--- config.mk ---
export PLATFORM = sky130hd
export DESIGN_NAME = arc4_seq
export DESIGN_NICKNAME = d
export VERILOG_FILES = /design/src/rtl/arc4_seq.sv
export SDC_FILE = /design/constraint.sdc
export NUM_CORES = 1
export LEC_CHECK = 0
export CAP_MARGIN = 20
export CORE_MARGIN = 2
export CORE_UTILIZATION = 45
export DETAILED_ROUTE_END_ITERATION = 10
export PLACE_DENSITY = 0.92
export SLEW_MARGIN = 0
export SYNTH_ARGS = -nofsm -noshare
export SYNTH_HDL_FRONTEND = slang
export SYNTH_SLANG_ARGS = --single-unit
--- constraint.sdc ---
create_clock -name clk -period 2.9 [get_ports clk]
set_input_delay 0.58 -clock clk [delete_from_list [all_inputs] [get_ports clk]]
set_output_delay 0.58 -clock clk [all_outputs]
set_load 0.03 [all_outputs]
--- src/rtl/arc4_seq.sv ---
// ARC4 top-level sequencer: runs init, ksa and prga sub-blocks in turn, with a
// per-stage busy timeout, and muxes the single S-memory port to the active owner.
module arc4_seq #(
    parameter int unsigned TIMEOUT = 1024
) (
    input  logic       clk,
    input  logic       rst_n,
    input  logic       en,
    output logic       rdy,
    output logic       done,
    output logic       err,
    output logic [1:0] stage,
    output logic       init_en,
    output logic       ksa_en,
    output logic       prga_en,
    input  logic       init_rdy,
    input  logic       ksa_rdy,
    input  logic       prga_rdy,
    input  logic [7:0] init_addr,
    input  logic [7:0] ksa_addr,
    input  logic [7:0] prga_addr,
    input  logic [7:0] init_wrdata,
    input  logic [7:0] ksa_wrdata,
    input  logic [7:0] prga_wrdata,
    input  logic       init_wren,
    input  logic       ksa_wren,
    input  logic       prga_wren,
    output logic [7:0] s_addr,
    output logic [7:0] s_wrdata,
    output logic       s_wren
);

    typedef enum logic [2:0] {
        IDLE,
        INIT_GO,
        INIT_BUSY,
        KSA_GO,
        KSA_BUSY,
        PRGA_GO,
        PRGA_BUSY
    } state_t;

    // Counter holds (cycles spent in BUSY - 1), so the last allowed cycle is TIMEOUT-1.
    localparam logic [15:0] CNT_LAST = 16'(TIMEOUT - 1);

    state_t      state;
    logic [15:0] busy_cnt;
    logic        done_q;
    logic        err_q;
    logic        cnt_expired;

    assign cnt_expired = (busy_cnt == CNT_LAST);

    always_ff @(posedge clk or negedge rst_n) begin
        if (!rst_n) begin
            state    <= IDLE;
            busy_cnt <= '0;
            done_q   <= 1'b0;
            err_q    <= 1'b0;
        end else begin
            done_q <= 1'b0;
            case (state)
                IDLE: begin
                    if (en) begin
                        state <= INIT_GO;
                        err_q <= 1'b0;
                    end
                end
                INIT_GO: begin
                    if (init_rdy) begin
                        state    <= INIT_BUSY;
                        busy_cnt <= '0;
                    end
                end
                INIT_BUSY: begin
                    if (init_rdy) begin
                        state <= KSA_GO;
                    end else if (cnt_expired) begin
                        state <= IDLE;
                        err_q <= 1'b1;
                    end else begin
                        busy_cnt <= busy_cnt + 16'd1;
                    end
                end
                KSA_GO: begin
                    if (ksa_rdy) begin
                        state    <= KSA_BUSY;
                        busy_cnt <= '0;
                    end
                end
                KSA_BUSY: begin
                    if (ksa_rdy) begin
                        state <= PRGA_GO;
                    end else if (cnt_expired) begin
                        state <= IDLE;
                        err_q <= 1'b1;
                    end else begin
                        busy_cnt <= busy_cnt + 16'd1;
                    end
                end
                PRGA_GO: begin
                    if (prga_rdy) begin
                        state    <= PRGA_BUSY;
                        busy_cnt <= '0;
                    end
                end
                PRGA_BUSY: begin
                    if (prga_rdy) begin
                        state  <= IDLE;
                        done_q <= 1'b1;
                    end else if (cnt_expired) begin
                        state <= IDLE;
                        err_q <= 1'b1;
                    end else begin
                        busy_cnt <= busy_cnt + 16'd1;
                    end
                end
                default: state <= IDLE;
            endcase
        end
    end

    assign rdy  = (state == IDLE);
    assign done = done_q;
    assign err  = err_q;

    // Start pulses are gated by the sub-block's ready so a late sub-block simply stalls GO.
    assign init_en = (state == INIT_GO) && init_rdy;
    assign ksa_en  = (state == KSA_GO)  && ksa_rdy;
    assign prga_en = (state == PRGA_GO) && prga_rdy;

    always_comb begin
        stage = 2'd0;
        case (state)
            INIT_GO, INIT_BUSY: stage = 2'd1;
            KSA_GO,  KSA_BUSY:  stage = 2'd2;
            PRGA_GO, PRGA_BUSY: stage = 2'd3;
            default:            stage = 2'd0;
        endcase
    end

    always_comb begin
        s_addr   = '0;
        s_wrdata = '0;
        s_wren   = 1'b0;
        case (stage)
            2'd1: begin
                s_addr   = init_addr;
                s_wrdata = init_wrdata;
                s_wren   = init_wren;
            end
            2'd2: begin
                s_addr   = ksa_addr;
                s_wrdata = ksa_wrdata;
                s_wren   = ksa_wren;
            end
            2'd3: begin
                s_addr   = prga_addr;
                s_wrdata = prga_wrdata;
                s_wren   = prga_wren;
            end
            default: begin
                s_addr   = '0;
                s_wrdata = '0;
                s_wren   = 1'b0;
            end
        endcase
    end

endmodule

==> results.ini, run 1 <==
[detailed_routing]
vias_per_cell = 5.638
dr.pass1.iters = 4
wl_mm = 5.262
drcViolationCount = 0
drt_first_iter_violations = 132
route.vias.total = 1996
drt-wirelength-per-cell_um = 14.86
antenna_left = 0

[placement]
gp_congestion = 0.8062
place_ws_ns = 0.2090
placed_area_sq_um = 2597
dp_cells = 350
place_hpwl_mm = 4.200
io_buffers = 81

[synthesis]
synth_nets = 282
synth_edf_count = 0
synth_area_sq_um = 1760
synthArstFlopShare_pct = 100.0
post_synth_most_frequent_cells = 34 x nand2_1, 28 x o21ai_0, 21 x dfrtp_1, 21 x mux2i_1, 14 x a21oi_1
synth.top_cell.area_share_pct = 29.85
synth_cell_types = 41
syn-instance-count = 224
synth_seq_cells = 21
ys.warnings.count = 0
ys_seq_area_share_pct = 29.85
synth.most_common_cell = nand2_1
synth_top_area_cell = dfrtp_1
synth_top_flop_cell = dfrtp_1
synthTopCellsByArea = dfrtp_1 30%, mux2i_1 12%, o21ai_0 8.0%, nand2_1 7.2%, a21oi_1 4.0%
syn_area_per_cell_sq_um = 7.859

[global_route]
use_met2_pct = 47.00
grt_remaining_overflow = 0
grt.total_usage_pct = 24.80
grt_pass1_vias = 1934
antenna_found_initial = 0
met3_usage_pct = 4.899
grt_max_degree = 22
grt_use_met1_pct = 28.18
grt_pass1_wl_mm = 8.638
grt-busiest-layer = met2

[run]
drv_cap = 0

[setup_path]
crit_path_end_kind = output port
critPathLaunchType = input pin
path_cells = clkdlybuf4s50_1 -> nor3b_1 -> clkdlybuf4s50_1
critPathKind = in2out
r2r-start = state[2]
r2r_slack_ns = 0.59
worstPathRequired_ns = 2.32
worstPathMaxFanout = 6
ff2ff_path_depth = 5
path_buf_inv = 2
slowest_delay_ns = 0.72
cp_common_cell = clkdlybuf4s50_1
crit_slowest_cell = clkdlybuf4s50_1
rr_endpoint = busy_cnt[11]
critPathArrivalTime_ns = 2.09
path_delay_family = buffers and inverters

[clocking]
cts_max_level = 1
clkLatencyLatePin_ns = 0.27
cts.clk_slew.worst_paths_ns = 0.08
clock-root-buffer = clkbuf_8
cts_buffer_depth = 2
post_cts_resized = 0
clkSinkCount = 21
post_cts_buffers = 0
tritoncts = built
cts_buffers = 3
hold_buffers = 0

[cells_and_area]
instances_no_fill = 354
drive_above_1_share_pct = 12.42
antennaDiodeCount = 0
fin_area_sq_um = 2644
finish.utilization_pct = 71.14
finalNetCount = 365
syn_to_final_growth_pct = 50.18

[power_and_ir_drop]
p_leak_nw = 1.114
power_density_nw_per_um2 = 998.4
finalPower_mw = 2.640
peakVddDrop_uv = 672.4

[sta]
rsz0062_at_grt = false
whs_ns = 0.5182
relSlewSlack_pct = 57.47
finalCritPeriodShare_pct = 92.01
slew_violations = 0
setup_viol = 0
hold_violations = 0
timing.setup.tns_ns = 0
fmax_ghz = 0.3748
period_needed_ns = 2.668
setup_slack_ns = 0.2318
skew_ns = 0.004661
tightest_slew_ns = 0.6379

[die]
die_area_sq_um = 4428
fp.dieH_um = 66.55
initial_core_util_pct = 47.37
num_rows = 22
dieWidth_um = 66.55
core-area_sq_um = 3716
ioPinCount = 82

[worst_hold_path]
min_from = err
hold_class = reg2reg
holdPathEnd = err
holdPathStages = 1

[outcome]
status = complete, no violations

-- report_power, final --
group	internal (mW)	total, mW	switching [mW]
logic	0.788	2.02	1.23
registers	0.327	0.419	0.0925
clock network	0.0960	0.199	0.103
total	1.21	2.64	1.43
-- logic make-up after synthesis --
family,count (synthesis),share of synthesized area [%]
buf+inv,17,4.477
fa+ha+maj,1,0.7106
compound gates,65,22.10
simple gates,92,26.15
mux,24,14.71
xor+xnor,4,1.990
flops,21,29.85
-- layout by cell type, fill, tap and decap left out, types with 3 or more instances in the layout --
| cell | Yosys | final |
|---|---|---|
| nand2_1 | 34 | 34 |
| a21oi_1 | 14 | 14 |
| and3_1 | 7 | 7 |
| nand3_1 | 7 | 7 |
| o21ai_0 | 28 | 28 |
| or3_1 | 4 | 4 |
| nor2_1 | 13 | 13 |
| buf_4 | 2 | 28 |
| nand2b_1 | 4 | 4 |
| o31ai_1 | 9 | 9 |
| or4_1 | 5 | 5 |
| nand4_1 | 6 | 6 |
| mux2i_1 | 21 | 21 |
| clkbuf_8 | 0 | 3 |
| nor3_1 | 5 | 5 |
| clkdlybuf4s50_1 | 0 | 63 |
| dfrtp_1 | 21 | 21 |
| inv_1 | 4 | 4 |
-- sequential cells by signal, summed over array words and instances, names as in the netlist --
register  count
err           1
state         3
busy_cnt     16
done          1
-- routing by layer --
layer / vias up / part of all wire, % / routed length [um]
met5: - / 0 / 0
met4: 0 / 1.6 / 82
met2: 66 / 54 / 2834
li1: 988 / - / -
met3: 9 / 5.7 / 302
met1: 933 / 39 / 2042
-- worst reg2reg max path, stage by stage (launching register included) --
cell and delay, ns:
dfrtp_1 0.75, buf_4 0.27, mux2i_4 0.34, nand2_4 0.18
or4_1 0.53, a21oi_1 0.17
-- final cells by class --
class                           count  area (sq um)
Clock buffer                        3         41.29
Sequential cell                    21         525.5
Multi-Input combinational cell    186          1156
Clock inverter                      1         5.005
Fill cell                         287          1072
Timing Repair Buffer               91         840.8
Inverter                            4         15.01
Tap cell                           48         60.06
-- worst max-delay path by stage --
stage	from	endpoint	slack [ns]	cells after the start
after detailed placement	prga_rdy	busy_cnt[11]	0.21	6
after global routing	state[2]	s_wrdata[4]	0.14	6
after CTS	ksa_rdy	ksa_en	0.24	3
after global placement	ksa_rdy	ksa_en	0.26	3
final	ksa_rdy	ksa_en	0.23	3
after floorplan	state[2]	s_wrdata[3]	0.43	5
(Power assumes the default switching activity.)
==> run 2: changes to the inputs <==
--- a/config.mk
+++ b/config.mk
@@ -5,11 +5,13 @@
 export SDC_FILE = /design/constraint.sdc
 export NUM_CORES = 1
 export LEC_CHECK = 0
+export ABC_AREA = 1
 export CAP_MARGIN = 20
 export CORE_MARGIN = 2
-export CORE_UTILIZATION = 45
+export CORE_UTILIZATION = 46
+export CTS_CLUSTER_DIAMETER = 120
 export DETAILED_ROUTE_END_ITERATION = 10
-export PLACE_DENSITY = 0.92
+export PLACE_DENSITY = 0.91
 export SLEW_MARGIN = 0
 export SYNTH_ARGS = -nofsm -noshare
 export SYNTH_HDL_FRONTEND = slang
==> run 2 against run 1 <==
- maximum frequency grew 3.6%
- combinational power shrank 13%
- synthesized cell count grew 33%
- sequential power shrank 9.8%
- critical path depth grew 1
- critical path type unchanged
- largest power group unchanged
- utilization shrank 0.36 points
- global-route usage shrank 1.2 points
- first-iteration DRC count shrank 2.3%
- count of clock-buffer cells in the layout grew 1
==> results.ini, run 2 <==
[clocking]
hold_buffers = 0
cts_buffer_depth = 2
cts_max_level = 1
clkSinkCount = 21
clock-root-buffer = clkbuf_8
cts_buffers = 3
clkLatencyLatePin_ns = 0.27
cts.clk_slew.worst_paths_ns = 0.08
tritoncts = built

[worst_hold_path]
holdPathStages = 2
hold_class = reg2reg

[cells_and_area]
antennaDiodeCount = 0
seq_area_sq_um = 526.8
reg_top3 = busy_cnt x16, state x3
largest_reg_flops = 16
drive_above_1_share_pct = 13.68
syn_to_final_growth_pct = 48.69
finish.utilization_pct = 70.79
final_cell_mix = 122 x nand2_1, 64 x clkdlybuf4s50_1, 40 x nand3_1
instances_no_fill = 430
fin_area_sq_um = 2831
regMostFlops = busy_cnt
multi_input_area_sq_um = 1227
mostFrequentLayoutCell = nand2_1
fill_cells = 311
finalNetCount = 439

[setup_path]
critPathLaunchType = input pin
critPathArrivalTime_ns = 1.99
slowest_delay_ns = 0.67
path_buf_inv = 3
cp_common_cell = clkdlybuf4s50_1
path_delay_family = buffers and inverters
critPathKind = in2out
ff2ff_path_depth = 8
crit_path_end_kind = output port
crit_slowest_cell = clkdlybuf4s50_1
cp_num_cells = 4
path_cells = clkdlybuf4s50_1 -> inv_1 -> nor2_1 -> clkdlybuf4s50_1
worstPathMaxFanout = 3
worstPathRequired_ns = 2.32

[sta]
setup_viol = 0
slew_violations = 0
whs_ns = 0.5164
finalCritPeriodShare_pct = 88.78
period_needed_ns = 2.575
relSlewSlack_pct = 71.99
skew_ns = 0.004478
timing.setup.tns_ns = 0
tightest_slew_ns = 0.4202
hold_violations = 0
fmax_ghz = 0.3884
rsz0062_at_grt = false

[die]
num_rows = 23
initial_core_util_pct = 47.61
ioPinCount = 82
die_area_sq_um = 4670
dieWidth_um = 68.34
core-area_sq_um = 4000
fp.dieH_um = 68.34

[synthesis]
synth.top_cell.area_share_pct = 27.60
synth_nets = 356
ys_seq_area_share_pct = 27.60
synth_area_sq_um = 1904
synth_top_area_cell = dfrtp_1
ys.warnings.count = 0
synth_top_flop_cell = dfrtp_1
syn_area_per_cell_sq_um = 6.390
synth.most_common_cell = nand2_1
synthTopCellsByArea = dfrtp_1 28%, nand2_1 24%, nand3_1 11%, nor2_1 5.3%, o21ai_2 4.6%
synth_cell_types = 28
synthArstFlopShare_pct = 100.0
syn-instance-count = 298
synth_seq_cells = 21
post_synth_most_frequent_cells = 122 x nand2_1, 40 x nand3_1, 27 x nor2_1, 21 x dfrtp_1, 18 x inv_1
synth_edf_count = 0

[global_route]
grt_pass1_vias = 1886
grt_remaining_overflow = 0
antenna_found_initial = 0
grt_max_degree = 28
grt.total_usage_pct = 23.63
grt_pass1_wl_mm = 8.438

[detailed_routing]
route.vias.total = 2240
drt_first_iter_violations = 129
drt-wirelength-per-cell_um = 13.47
wl_mm = 5.794
dr.pass1.iters = 4
drcViolationCount = 0
antenna_left = 0
vias_per_cell = 5.209

[power_and_ir_drop]
peakVddDrop_uv = 685.3
power_density_nw_per_um2 = 821.8
p_leak_nw = 1.498

[placement]
placed_area_sq_um = 2743
place_hpwl_mm = 4.452
gp_congestion = 0.9205
dp_cells = 426
io_buffers = 81

[outcome]
status = complete, no violations

[run]
drv_cap = 0

==> run 2: cells by family (layout without fill, tap and decap cells) <==
logic type	after synthesis	count (layout)	synth area share [%]
AO/OA/AOI/OAI	16	16	6.570
buffers and inverters	30	112	7.949
AND/OR/NAND/NOR	224	224	54.47
flip-flops	21	21	27.60
adder cells (fa/ha/maj)	1	1	0.6569
XOR/XNOR	6	6	2.760
==> run 2: layout make-up <==
cell class	instances	share of cell area [%]
Multi-Input combinational cell	247	43.35
Timing Repair Buffer	85	31.20
Sequential cell	21	18.60
Inverter	23	3.049
Tap cell	50	2.209
Clock buffer	4	1.591
==> run 2: worst register-to-register path: stages (launching register included) <==
cell     delay [ns]
dfrtp_1        0.40
ha_1           0.22
nand3_1        0.20
nor2_2         0.23
nand3_1        0.15
nand3_4        0.37
inv_2          0.13
nand2_1        0.09
nand2_1        0.05
==> run 2: per-stage QoR <==
stage                     setup WS [ns]  power [mW]
after detailed placement         0.3180       2.167
after CTS                       0.03174       2.362
after global routing             0.2735       2.490
after global placement           0.3512       2.128
final                            0.3255       2.327
after floorplan                  0.8880       1.599
==> run 2: final timing paths <==
| kind | from | to | slack [ns] |
|---|---|---|---|
| setup / recovery | prga_rdy | prga_en | 0.33 |
| hold / removal | busy_cnt[1] | busy_cnt[1] | 0.52 |
| setup reg to reg | busy_cnt[0] | busy_cnt[12] | 0.96 |
| hold reg to reg | busy_cnt[1] | busy_cnt[1] | 0.52 |
| max in group asynchronous | rst_n | state[1] | 2.01 |
| min in group asynchronous | rst_n | busy_cnt[14] | 0.65 |
==> run 2: timing repair <==
| item | in CTS | in global routing |
|---|---|---|
| buffers inserted | 0 | 0 |
| gates resized for setup | 0 | 18 |
| endpoints found under the setup margin | 0 | 17 |
==> run 2: power by group <==
group	leakage, nW	total, mW	switching, mW	internal, mW
Combinational	1.19	1.75	1.13	0.623
Sequential	0.287	0.378	0.0529	0.325
Clock	0.0228	0.196	0.0980	0.0981
==> run 2: metal layers <==
metal,routed length [um],track usage (%),up-vias
met5,0,0,-
met4,150,9.250,0
met3,363,2.632,15
met2,2981,42.96,88
met1,2299,28.19,1029
li1,-,-,1108
